[src/rtl/mips_program_loader_if.sv]
// Byte-stream program load channel plus instruction-memory write port.
// master: stream source / memory sink side; slave: the loader.
//   in_valid/in_byte/in_last -> loader, in_ready <- loader
//   imem_we/imem_addr/imem_wdata, word_count, core_run, load_error <- loader
interface mips_program_loader_if #(
   parameter int unsigned ADDR_WIDTH = 8
);
   logic                  in_valid;
   logic [7:0]            in_byte;
   logic                  in_last;
   logic                  in_ready;
   logic                  imem_we;
   logic [ADDR_WIDTH-1:0] imem_addr;
   logic [31:0]           imem_wdata;
   logic [ADDR_WIDTH:0]   word_count;
   logic                  core_run;
   logic                  load_error;

   modport master (
      output in_valid, in_byte, in_last,
      input  in_ready, imem_we, imem_addr, imem_wdata, word_count, core_run, load_error
   );

   modport slave (
      input  in_valid, in_byte, in_last,
      output in_ready, imem_we, imem_addr, imem_wdata, word_count, core_run, load_error
   );
endinterface

[src/rtl/mips_program_loader.sv]
// Program loader: packs a big-endian byte stream into 32-bit words, writes
// them to instruction memory from address 0, then releases the core.
// Ports: clock, reset (async, active-high), bus (slave side of
// mips_program_loader_if: byte stream in, memory write port and status out).
module mips_program_loader #(
   parameter int unsigned ADDR_WIDTH = 8
) (
   input logic                   clock,
   input logic                   reset,
   mips_program_loader_if.slave  bus
);
   localparam int unsigned CW = ADDR_WIDTH + 1;
   localparam logic [ADDR_WIDTH:0] FULL = {1'b1, {ADDR_WIDTH{1'b0}}};

   typedef enum logic [1:0] {LOAD, DONE, ERROR} state_t;

   state_t                state, state_nxt;
   logic [1:0]            idx, idx_nxt;
   logic [31:0]           asm_word, asm_nxt, merged;
   logic                  in_ready_q, in_ready_nxt;
   logic                  we_q, we_nxt;
   logic [ADDR_WIDTH-1:0] addr_q, addr_nxt;
   logic [31:0]           wdata_q, wdata_nxt;
   logic [ADDR_WIDTH:0]   count_q, count_nxt;
   logic                  run_q, run_nxt;
   logic                  err_q, err_nxt;

   // State and all registered outputs
   always_ff @(posedge clock or posedge reset) begin
      if (reset) begin
         state      <= LOAD;
         idx        <= 2'd0;
         asm_word   <= 32'd0;
         in_ready_q <= 1'b1;
         we_q       <= 1'b0;
         addr_q     <= '0;
         wdata_q    <= 32'd0;
         count_q    <= '0;
         run_q      <= 1'b0;
         err_q      <= 1'b0;
      end else begin
         state      <= state_nxt;
         idx        <= idx_nxt;
         asm_word   <= asm_nxt;
         in_ready_q <= in_ready_nxt;
         we_q       <= we_nxt;
         addr_q     <= addr_nxt;
         wdata_q    <= wdata_nxt;
         count_q    <= count_nxt;
         run_q      <= run_nxt;
         err_q      <= err_nxt;
      end
   end

   // Next state, byte packing and write scheduling
   always_comb begin
      state_nxt = state;
      idx_nxt   = idx;
      asm_nxt   = asm_word;
      we_nxt    = 1'b0;
      addr_nxt  = addr_q;
      wdata_nxt = wdata_q;
      count_nxt = count_q;

      // Lanes below the current index are still zero, so a partial word
      // written on in_last already has its unfilled low lanes cleared.
      case (idx)
         2'd0:    merged = {bus.in_byte, asm_word[23:0]};
         2'd1:    merged = {asm_word[31:24], bus.in_byte, asm_word[15:0]};
         2'd2:    merged = {asm_word[31:16], bus.in_byte, asm_word[7:0]};
         default: merged = {asm_word[31:8], bus.in_byte};
      endcase

      case (state)
         LOAD: begin
            if (bus.in_valid) begin
               if (count_q == FULL) begin
                  // Memory already full: drop the byte and lock out the core
                  state_nxt = ERROR;
               end else if (idx == 2'd3 || bus.in_last) begin
                  we_nxt    = 1'b1;
                  addr_nxt  = count_q[ADDR_WIDTH-1:0];
                  wdata_nxt = merged;
                  count_nxt = count_q + CW'(1);
                  asm_nxt   = 32'd0;
                  idx_nxt   = 2'd0;
                  if (bus.in_last) state_nxt = DONE;
               end else begin
                  asm_nxt = merged;
                  idx_nxt = idx + 2'd1;
               end
            end
         end
         DONE:    ;
         ERROR:   ;
         default: state_nxt = LOAD;
      endcase

      in_ready_nxt = (state_nxt == LOAD);
      // Lags entry into DONE by one edge so release follows the final strobe
      run_nxt      = (state == DONE);
      err_nxt      = (state_nxt == ERROR);
   end

   assign bus.in_ready   = in_ready_q;
   assign bus.imem_we    = we_q;
   assign bus.imem_addr  = addr_q;
   assign bus.imem_wdata = wdata_q;
   assign bus.word_count = count_q;
   assign bus.core_run   = run_q;
   assign bus.load_error = err_q;
endmodule

[src/flat_wrapper.sv]
// flat-port wrapper written by rule: the top's interface ports become plain ports
module mips_program_loader_flat 
#(
   parameter int unsigned ADDR_WIDTH = 8
)
  (clock, reset, bus_in_valid, bus_in_byte, bus_in_last, bus_in_ready, bus_imem_we, bus_imem_addr, bus_imem_wdata, bus_word_count, bus_core_run, bus_load_error);
  mips_program_loader_if #(.ADDR_WIDTH(ADDR_WIDTH)) bus_i ();
  input logic clock;
  input logic reset;
  input wire logic [$bits(bus_i.in_valid)-1:0] bus_in_valid;
  input wire logic [$bits(bus_i.in_byte)-1:0] bus_in_byte;
  input wire logic [$bits(bus_i.in_last)-1:0] bus_in_last;
  output wire logic [$bits(bus_i.in_ready)-1:0] bus_in_ready;
  output wire logic [$bits(bus_i.imem_we)-1:0] bus_imem_we;
  output wire logic [$bits(bus_i.imem_addr)-1:0] bus_imem_addr;
  output wire logic [$bits(bus_i.imem_wdata)-1:0] bus_imem_wdata;
  output wire logic [$bits(bus_i.word_count)-1:0] bus_word_count;
  output wire logic [$bits(bus_i.core_run)-1:0] bus_core_run;
  output wire logic [$bits(bus_i.load_error)-1:0] bus_load_error;
  assign bus_i.in_valid = bus_in_valid;
  assign bus_i.in_byte = bus_in_byte;
  assign bus_i.in_last = bus_in_last;
  assign bus_in_ready = bus_i.in_ready;
  assign bus_imem_we = bus_i.imem_we;
  assign bus_imem_addr = bus_i.imem_addr;
  assign bus_imem_wdata = bus_i.imem_wdata;
  assign bus_word_count = bus_i.word_count;
  assign bus_core_run = bus_i.core_run;
  assign bus_load_error = bus_i.load_error;
  mips_program_loader #(.ADDR_WIDTH(ADDR_WIDTH)) u_core (.clock(clock), .reset(reset), .bus(bus_i));
endmodule
[config.mk]
export PLATFORM = sky130hd
export DESIGN_NAME = mips_program_loader_flat
export DESIGN_NICKNAME = d
export VERILOG_FILES = /design/src/rtl/mips_program_loader_if.sv /design/src/rtl/mips_program_loader.sv /design/src/flat_wrapper.sv
export SDC_FILE = /design/constraint.sdc
export NUM_CORES = 1
export LEC_CHECK = 0
export CAP_MARGIN = 20
export CELL_PAD_IN_SITES_DETAIL_PLACEMENT = 0
export CELL_PAD_IN_SITES_GLOBAL_PLACEMENT = 2
export CORE_MARGIN = 2
export CORE_UTILIZATION = 25
export CTS_CLUSTER_DIAMETER = 200
export DETAILED_ROUTE_END_ITERATION = 16
export GPL_TIMING_DRIVEN = 0
export HOLD_SLACK_MARGIN = 0.02
export PLACE_DENSITY_LB_ADDON = 0.05
export SLEW_MARGIN = 20
export SYNTH_ARGS = -nofsm -noshare
export SYNTH_HDL_FRONTEND = slang
export SYNTH_SLANG_ARGS = --single-unit
[constraint.sdc]
create_clock -name clock -period 7.04 [get_ports clock]
set_input_delay 1.408 -clock clock [delete_from_list [all_inputs] [get_ports clock]]
set_output_delay 1.408 -clock clock [all_outputs]
set_load 0.005 [all_outputs]
==> flow_metrics.py <==
metrics = {
    "run_status": {
        "status": "completed",
    },
    "cts": {
        "cts_resized": 0,
        "cts_root_buf": "clkbuf_16",
        "clk_path_buf_depth": 2,
        "cts_tree": "built",
        "clk_pin_slew_ns": 0.07,
        "cts_setup_buffers": 0,
        "htreeDepth": 3,
        "cts_buffers": 9,
        "cts_sinks": 89,
        "cts_hold_buf": 0,
        "clk_latency_ns": 0.35,
    },
    "route": {
        "topRoutingLayerUsed": "met4",
        "vias": 2795,
        "drt-total-wl_mm": 10.5,
        "avgRoutedWirePerCell_um": 17.8,
        "viasPerCell": 4.75,
        "drc": 0,
        "met1_length_mm": 5.17,
        "wl_met2_mm": 4.67,
        "drt-initial-drc-count": 264,
        "route.met3.wl_um": 525,
        "firstDrtPassIters": 5,
        "ant_nets": 0,
    },
    "timing": {
        "slew_headroom": 0.490,
        "finalHoldViolations": 0,
        "rsz0062_at_grt": "false",
        "setup_tns_ns": 0,
        "max_freq_mhz": 317,
        "skew_ns": 0.00616,
        "setup_viol": 0,
        "period_needed_ns": 3.15,
        "timing.final.ws_setup_ns": 3.89,
        "slew_viol_final": 0,
        "worst-slew-pin-transition_ns": 0.761,
        "finalCritPeriodShare": 0.448,
    },
    "setup_path": {
        "cp-end-kind": "flip-flop",
        "crit_path_max_fanout": 10,
        "crit_arrival_ns": 3.38,
        "crit_family": "buffers and inverters",
        "r2r_end": "u_core.bus.imem_wdata[22]$_DFFE_PP0P_",
        "r2r-start": "u_core.bus.word_count[0]$_DFFE_PP0P_",
        "required_ns": 7.26,
        "rr_worst_depth": 7,
        "path_cells": "clkdlybuf4s50_1, or3b_4, a211oi_4, buf_4, buf_2, a21oi_1",
        "r2r_slack_ns": 4.87,
        "path_buf_inv": 3,
        "cpPeakStageDelay_ns": 0.53,
        "cp-start-kind": "primary input",
        "crit_slowest_cell": "clkdlybuf4s50_1",
        "timing_worst_setup_path_type": "in2reg",
    },
    "finish": {
        "mostFrequentLayoutCell": "dfrtp_1",
        "multi_input_area_sq_mm": 0.00137,
        "fillers": 1494,
        "area.growth.synth_to_final_pct": 32.3,
        "drive_gt1_frac": 0.109,
        "most-common-layout-cells": "dfrtp_1 (88), clkdlybuf4s50_1 (64), nor2_1 (42)",
        "diodes": 0,
        "seqCellArea_sq_mm": 0.00223,
        "layout.nets": 417,
        "final_core_util": 0.338,
    },
    "synthesis": {
        "ys.flop_type": "dfrtp_1",
        "synth_seq_cells": 89,
        "syn-cell-area_sq_mm": 0.00371,
        "seq_area_frac_synth": 0.600,
        "ys_warn_count": 0,
        "synth-edff-count": 0,
        "avgSynthCellArea_sq_um": 11.5,
        "syn-instance-count": 323,
        "syn_nets": 341,
        "netlist-cell-type-count": 34,
        "async_flop_share": 1.00,
    },
    "hold_path": {
        "holdPathStages": 1,
        "hold_end": "u_core.asm_word[4]$_DFFE_PP0P_",
        "worstHoldStart": "u_core.asm_word[4]$_DFFE_PP0P_",
        "worstHoldPathType": "reg2reg",
    },
    "floorplan": {
        "start_util": 0.256,
        "die_x_um": 126,
        "fp.dieH_um": 126,
        "pin_count": 65,
        "fp.coreArea_sq_mm": 0.0145,
        "die_area_sq_mm": 0.0159,
        "row_count": 44,
    },
    "global_route": {
        "grt_pass1_vias": 2852,
        "grt_max_degree": 74,
        "grt_overflow": 0,
        "grt_usage": 0.139,
        "grt_pass1_wl_mm": 16.8,
        "antenna_found_initial": 0,
    },
    "power": {
        "powerDensity_mw_per_mm2": 309,
        "ir_drop_mv": 0.137,
        "p_leak_nw": 2.15,
    },
    "placed_design": {
        "gp_congestion": 0.713,
        "hpwl_mm": 6.78,
        "portBuffers": 64,
        "post-place-ws_ns": 3.49,
    },
    "job": {
        "max_cap_violations": 0,
    },
}
-- cell type report --
class                   count  share of cell area
multi-input cells         211               0.279
plain buffers              18              0.0196
flip-flops and latches     89               0.453
clock inverters             6              0.0117
inverters                   5             0.00484
repair buffers             65               0.136
clock buffers              10              0.0486
well taps                 184              0.0468
-- stage by stage --
step | std cells | hold slack, ns | area [sq um] | power (mW)
4_1_cts | 588 | 0.505 | 4910 | 1.55
5_1_grt | 588 | 0.520 | 4910 | 1.62
2_1_floorplan | 323 | 0.465 | 3710 | 0.829
6_report | 588 | 0.501 | 4910 | 1.52
3_3_place_gp | 571 | 0.484 | 4590 | 1.04
3_5_place_dp | 572 | 0.482 | 4620 | 1.04
-- sequential cells by signal, summed over array words and instances, names as in the netlist --
signal / flops
u_core.bus.imem_wdata: 32
u_core.bus.in_ready: 1
u_core.bus.imem_addr: 8
u_core.idx: 2
u_core.bus.core_run: 1
u_core.state: 2
u_core.bus.imem_we: 1
u_core.asm_word: 32
u_core.bus.load_error: 1
u_core.bus.word_count: 9
-- logic make-up (layout without fill, tap and decap cells) --
group                      Yosys count  count (layout)  synth area share
AOI/OAI and AO/OA                  101             101             0.191
xor gates and xnor gates             8               8            0.0189
adders and majority gates            6               6            0.0202
buffers and inverters               23             104            0.0310
DFF                                 89              89             0.600
muxes                                7               7            0.0212
and+or+nand+nor                     89              89             0.118
-- worst max-delay path by stage --
stage	startpoint	end	slack (ns)	cells after the start
3_5_place_dp	bus_in_valid	u_core.bus.imem_wdata[24]$_DFFE_PP0P_	3.49	6
2_1_floorplan	reset	u_core.asm_word[0]$_DFFE_PP0P_	3.33	1
6_report	bus_in_valid	u_core.bus.imem_wdata[22]$_DFFE_PP0P_	3.89	6
5_1_grt	bus_in_valid	u_core.bus.imem_wdata[26]$_DFFE_PP0P_	3.77	6
3_3_place_gp	reset	u_core.bus.imem_we$_DFF_PP0_	1.55	2
4_1_cts	bus_in_valid	u_core.bus.imem_wdata[26]$_DFFE_PP0P_	3.87	6
-- synth_stat cells, types with 2 or more instances --
| master | count | share of area |
|---|---|---|
| nor2_1 | 42 | 0.042 |
| ha_1 | 6 | 0.020 |
| a22oi_1 | 32 | 0.065 |
| a22o_1 | 24 | 0.057 |
| nand3_1 | 2 | 0.0027 |
| mux2_2 | 7 | 0.021 |
| dfrtp_1 | 88 | 0.59 |
| inv_1 | 5 | 0.0051 |
| and3_1 | 3 | 0.0051 |
| nand2_1 | 15 | 0.015 |
| xor2_1 | 5 | 0.012 |
| a21oi_1 | 33 | 0.044 |
| buf_2 | 8 | 0.011 |
| nand4_1 | 2 | 0.0034 |
| buf_4 | 3 | 0.0061 |
| buf_1 | 6 | 0.0061 |
| nor3_1 | 4 | 0.0054 |
| or3_1 | 3 | 0.0051 |
| xnor2_1 | 3 | 0.0071 |
| nor2b_1 | 12 | 0.020 |
| o21ai_0 | 7 | 0.0094 |
-- per-layer routing --
metal	up-vias	GRT usage
met4	0	0.0407
met2	74	0.197
met5	-	0
li1	1303	-
met1	1406	0.202
met3	12	0.0459
-- worst register-to-register path: cells and delay by family (launching register included) --
| kind | cells | cell delay, ns |
|---|---|---|
| AO/OA/AOI/OAI | 2 | 0.44 |
| adder cells (fa/ha/maj) | 1 | 0.20 |
| buffers and inverters | 3 | 0.67 |
| flip-flops | 1 | 0.42 |
| AND/OR/NAND/NOR | 1 | 0.32 |
-- power by group --
group	total (mW)	switching (mW)	internal, mW
registers	0.650	0.0566	0.594
clock network	0.493	0.211	0.282
logic	0.375	0.174	0.201
total	1.52	0.441	1.08
(Power assumes the default switching activity.)
